[src/rtl/ifu_fetch.sv]
// ifu_fetch: instruction fetch stage plus IF/ID pipeline register.
// Holds the PC, drives the instruction-memory address, and latches the
// fetched word with its PC for the decoder. The next PC follows MIPS
// delay-slot semantics: a redirect decoded in ID takes effect on the fetch
// after the delay slot.
// Optional build macro IFU_ADEL_CHECK_EN enables fetch-address fault
// detection: misaligned PC, or PC outside the instruction memory window.
// Without the macro, no check is made and fetch_exc is constant 0.
module ifu_fetch #(
  parameter logic [31:0] RESET_PC   = 32'h0000_3000,
  parameter logic [31:0] IMEM_BASE  = 32'h0000_3000,
  parameter int unsigned IMEM_WORDS = 4096
) (
  input  logic        clk,
  input  logic        reset,
  input  logic        stall,
  input  logic        flush,
  input  logic [2:0]  npc_op,
  input  logic        zero,
  input  logic [25:0] imm26,
  input  logic [31:0] rs_data,
  output logic [31:0] imem_addr,
  input  logic [31:0] imem_rdata,
  output logic [31:0] id_instr,
  output logic [31:0] id_pc,
  output logic [31:0] id_pc8,
  output logic        id_valid,
  output logic        fetch_exc
);

  localparam logic [2:0] NPC_SEQ = 3'b000;
  localparam logic [2:0] NPC_BEQ = 3'b001;
  localparam logic [2:0] NPC_JAL = 3'b010;
  localparam logic [2:0] NPC_JR  = 3'b011;

  // IF stage: program counter
  logic [31:0] pc_p0;

  // ID stage: IF/ID register contents
  logic [31:0] instr_p1;
  logic [31:0] pc_p1;
  logic        vld_p1;
  logic        exc_p1;

  logic [31:0] pc_seq;
  logic [31:0] npc;
  logic        fault;

  // Branch target relative to the branch's own PC: the offset is a signed
  // word count, so sign-extend imm16 and scale by 4. Addition wraps mod 2^32.
  function automatic logic [31:0] beq_target(input logic [31:0] base,
                                             input logic [15:0] imm16);
    logic signed [31:0] off;
    off = {{14{imm16[15]}}, imm16, 2'b00};
    return base + 32'd4 + $unsigned(off);
  endfunction

  // Absolute jump target inside the current 256 MB region of the ID PC.
  function automatic logic [31:0] jal_target(input logic [31:0] base,
                                             input logic [25:0] idx);
    return {base[31:28], idx, 2'b00};
  endfunction

`ifdef IFU_ADEL_CHECK_EN
  // One past the last valid byte; 33 bits so a window ending at 2^32 works.
  localparam logic [32:0] IMEM_END = {1'b0, IMEM_BASE} + (33'(IMEM_WORDS) << 2);

  // Fetch fault: misaligned PC or PC outside [IMEM_BASE, IMEM_END).
  always_comb begin
    fault = 1'b0;
    if ((pc_p0[1:0] != 2'b00) || (pc_p0 < IMEM_BASE) || ({1'b0, pc_p0} >= IMEM_END))
      fault = 1'b1;
  end
`else
  // Address checking is not built in; every fetch is accepted.
  always_comb begin
    fault = 1'b0;
  end
`endif

  // Next-PC select. The control inputs describe the ID instruction, so they
  // matter only when ID holds a real instruction. Undefined codes fall back
  // to sequential fetch.
  always_comb begin
    pc_seq = pc_p0 + 32'd4;
    npc    = pc_seq;
    if (vld_p1) begin
      case (npc_op)
        NPC_SEQ: npc = pc_seq;
        NPC_BEQ: npc = zero ? beq_target(pc_p1, imm26[15:0]) : pc_seq;
        NPC_JAL: npc = jal_target(pc_p1, imm26);
        NPC_JR:  npc = rs_data;
        default: npc = pc_seq;
      endcase
    end
  end

  // PC register: advances unless stalled. A flush without a stall still
  // advances, so the fetch stream keeps moving while ID is squashed.
  always_ff @(posedge clk or posedge reset) begin
    if (reset) begin
      pc_p0 <= RESET_PC;
    end else if (!stall) begin
      pc_p0 <= npc;
    end
  end

  // IF/ID register: flush inserts a nop and wins over stall; a stall holds;
  // otherwise capture the fetched word. A faulting fetch is captured as an
  // invalid nop that still carries its PC for exception reporting.
  always_ff @(posedge clk or posedge reset) begin
    if (reset) begin
      instr_p1 <= 32'd0;
      pc_p1    <= 32'd0;
      vld_p1   <= 1'b0;
      exc_p1   <= 1'b0;
    end else if (flush) begin
      instr_p1 <= 32'd0;
      pc_p1    <= 32'd0;
      vld_p1   <= 1'b0;
      exc_p1   <= 1'b0;
    end else if (!stall) begin
      pc_p1 <= pc_p0;
      if (fault) begin
        instr_p1 <= 32'd0;
        vld_p1   <= 1'b0;
        exc_p1   <= 1'b1;
      end else begin
        instr_p1 <= imem_rdata;
        vld_p1   <= 1'b1;
        exc_p1   <= 1'b0;
      end
    end
  end

  // Output mapping; the jal link value is derived combinationally.
  always_comb begin
    imem_addr = pc_p0;
    id_instr  = instr_p1;
    id_pc     = pc_p1;
    id_pc8    = pc_p1 + 32'd8;
    id_valid  = vld_p1;
    fetch_exc = exc_p1;
  end

endmodule
[config.mk]
export PLATFORM = sky130hd
export DESIGN_NAME = ifu_fetch
export DESIGN_NICKNAME = d
export VERILOG_FILES = /design/src/rtl/ifu_fetch.sv
export SDC_FILE = /design/constraint.sdc
export NUM_CORES = 1
export LEC_CHECK = 0
export ABC_AREA = 1
export BUFFER_PORTS_ARGS = -buffer_cell sky130_fd_sc_hd__buf_2
export CORE_UTILIZATION = 54
export DETAILED_ROUTE_END_ITERATION = 8
export GPL_TIMING_DRIVEN = 0
export PLACE_DENSITY = 0.79
export SLEW_MARGIN = 25
export SYNTH_ARGS = -nofsm -noshare
export SYNTH_HDL_FRONTEND = slang
export SYNTH_SLANG_ARGS = --single-unit
[constraint.sdc]
create_clock -name clk -period 4.25 [get_ports clk]
set_clock_uncertainty 0.2 [all_clocks]
set_input_delay 1.275 -clock clk [delete_from_list [all_inputs] [get_ports clk]]
set_output_delay 1.275 -clock clk [all_outputs]
set_load 0.02 [all_outputs]
==> results.py <==
metrics = {
    "timing": {
        "finalHoldViolations": 0,
        "rsz0062_at_grt": "no",
        "slew_viol_final": 0,
        "setup_viol": 0,
        "setup_slack_ns": 0.0777,
        "fin_crit_ns": 4.17,
        "finalCritPeriodShare_pct": 98.2,
        "timing.fmax_ghz": 0.240,
        "worst_slew_pin_slew_ns": 0.784,
        "whs_ns": 0.315,
        "slew_headroom_pct": 47.8,
    },
    "final_layout": {
        "fin_util_pct": 67.1,
        "register_area_um2": 2430,
        "area_delta_synth_final_pct": 20.5,
        "fillers": 1437,
        "layout-drive-gt1-share_pct": 18.0,
        "multi_input_area_um2": 5150,
        "antenna_cells": 0,
        "fin_nets": 1710,
    },
    "synthesis": {
        "synth-main-ff-cell": "dfrtp_1",
        "ys_warn_count": 0,
        "async_reset_ff_share_pct": 100,
        "synth_cells": 1315,
        "synth_common_cells": "nand2_1 (401), inv_1 (190), nand3_1 (150)",
        "synth_area_leaders": "dfrtp_1 (28%), nand2_1 (18%), nand3_1 (8.8%), ha_1 (8.7%), inv_1 (8.4%)",
        "ys_ff_latch": 97,
        "synth_edf_count": 0,
        "yosysUniqueCellTypes": 43,
        "synth_top_area_share_pct": 28.0,
        "synth.most_common_cell": "nand2_1",
        "yosysSeqAreaShare_pct": 28.6,
        "avgSynthCellArea_um2": 6.46,
        "syn_nets": 1473,
        "synth_largest_area_cell": "dfrtp_1",
        "netlist_area_um2": 8500,
    },
    "detailed_routing": {
        "wl_met3_um": 2450,
        "via_count": 10014,
        "drtAntennaViolNets": 0,
        "maxUsedRoutingLayer": "met4",
        "viasPerCell": 5.66,
        "initialDrtViolationCount": 1050,
        "wl_met2_um": 15200,
        "totalWireLength_um": 32200,
        "drc_errors": 0,
        "met1Wirelength_um": 12800,
        "dr.pass1.iters": 6,
        "wl_per_cell_um": 18.2,
    },
    "global_routing": {
        "antenna_found_initial": 0,
        "grt_overflow": 0,
        "grt_usage_pct": 39.9,
        "grt_pass1_vias": 9144,
        "grt_pass1_wl_um": 49000,
        "grt_max_degree": 50,
    },
    "flow_run": {
        "cap_violations": 0,
    },
    "pwr": {
        "switching_share_pct": 43.5,
        "power_frac_seq_pct": 34.4,
        "p_leak_uw": 0.00582,
        "p_int_uw": 2040,
        "pwr_density_cell_nw_per_um2": 352,
        "vdd_drop_max_mv": 0.255,
        "clockPowerShare_pct": 24.4,
        "switchingPower_uw": 1570,
        "comb_power_share_pct": 41.2,
    },
    "critical_path": {
        "path_class": "register to output pin",
        "cp-start-kind": "register",
        "worstPathArrival_ns": 2.70,
        "cp_data_required_time_ns": 2.77,
        "path_max_fanout": 5,
        "end_kind": "output pin",
    },
    "clock_tree": {
        "cts_buffers": 9,
        "cts_root_buffer": "clkbuf_16",
        "insertion_delay_ns": 0.35,
        "clk_pin_slew_worst_paths_ns": 0.07,
        "clock_path_buffers": 2,
        "clock_sinks": 97,
        "h-tree-depth": 3,
        "tritoncts": "yes",
    },
    "placed_design": {
        "place_congestion": 1.00,
        "place_ws_ns": 0.213,
        "dp_hpwl_um": 25900,
        "portBuffers": 225,
    },
    "floorplan": {
        "fp.dieW_um": 127,
        "start_util_pct": 55.7,
        "io_pins": 228,
        "core_um2": 15300,
        "fp-row-count": 45,
        "dieArea_um2": 16200,
        "dieHeight_um": 127,
    },
    "hold_path": {
        "hold_class": "register to register",
    },
    "outcome": {
        "outcome": "finished, final reports clean",
    },
}
[path summary, 6_finish.rpt]
check / start / end / slack [ns] / depth (start not counted)
worst max-delay path: id_pc[4]$_DFFE_PP0P_ / id_pc8[31] / 0.08 / 8
worst min-delay path: id_instr[13]$_DFFE_PP0P_ / id_instr[13]$_DFFE_PP0P_ / 0.32 / 2
worst max register to register: id_pc[3]$_DFFE_PP0P_ / imem_addr[11]$_DFFE_PP0N_ / 1.15 / 13
worst min register to register: id_instr[13]$_DFFE_PP0P_ / id_instr[13]$_DFFE_PP0P_ / 0.32 / 2
max in group asynchronous: reset / imem_addr[17]$_DFFE_PP0N_ / 2.52 / 3
min in group asynchronous: reset / id_instr[18]$_DFFE_PP0P_ / 0.75 / 2
[critical path: stages, from the launching register on]
cell     delay [ns]
dfrtp_2        0.46
ha_1           0.22
nand2_2        0.09
nor3_4         0.27
nand2_2        0.15
nor3_1         0.51
nand4_1        0.23
xor2_1         0.21
buf_2          0.19
[power groups by stage]
stage / clock (µW) / sequential (µW) / combinational (µW)
3_3_place_gp: 0 / 1250 / 1430
6_report: 879 / 1240 / 1490
2_1_floorplan: 0 / 1340 / 821
3_5_place_dp: 0 / 1250 / 1450
5_1_grt: 919 / 1250 / 1630
4_1_cts: 878 / 1230 / 1460
[layout by cell type, fill, tap and decap left out, types with 30 or more instances in the layout]
| cell | n |
|---|---|
| o21ai_0 | 39 |
| nand3_1 | 150 |
| ha_1 | 59 |
| xor2_1 | 33 |
| a22oi_1 | 32 |
| inv_1 | 189 |
| nand2_1 | 401 |
| nor2_1 | 97 |
| dfrtp_1 | 94 |
| clkbuf_1 | 30 |
| buf_2 | 229 |
| a21oi_1 | 46 |
[sequential cells by signal, indices dropped and copies added, names as in the netlist]
register / flops
imem_addr: 32
id_instr: 32
id_valid: 1
id_pc: 32
[what timing repair did]
action | 4_1_cts | 5_1_grt
buffers inserted | 0 | 0
hold buffers | 0 | 0
setup endpoints to repair | 0 | 3
gates resized for setup | 0 | 1
[stage by stage]
stage | power (µW) | cells | TNS (ns) | cell area [µm²]
final | 3610 | 1768 | 0 | 10200
after global routing | 3800 | 1768 | 0 | 10200
after CTS | 3570 | 1768 | 0 | 10200
after detailed placement | 2700 | 1752 | 0 | 9920
after global placement | 2680 | 1751 | -79.91 | 9890
after floorplan | 2160 | 1315 | 0 | 8500
[layer usage]
| metal | vias up | track usage (%) |
|---|---|---|
| met5 | - | 0 |
| met4 | 0 | 21.2 |
| met3 | 93 | 6.11 |
| met2 | 526 | 67.3 |
| met1 | 4648 | 49.3 |
| li1 | 4747 | - |
[final cells by class]
| class | instances | area share [%] |
|---|---|---|
| clock inverters | 6 | 0.880 |
| well taps | 211 | 2.58 |
| repair buffers | 226 | 11.3 |
| clock buffers | 10 | 2.24 |
| multi-input cells | 978 | 50.3 |
| plain buffers | 45 | 1.84 |
| flip-flops and latches | 97 | 23.7 |
| inverters | 195 | 7.20 |
[kinds of logic after synthesis]
group | synth area share, %
XOR/XNOR | 4.12
AO/OA/AOI/OAI | 11.8
adder cells (fa/ha/maj) | 8.92
buffers and inverters | 10.8
flip-flops | 28.6
AND/OR/NAND/NOR | 35.7
other | 0.0441
No activity file was read; power rests on OpenSTA's default activity.
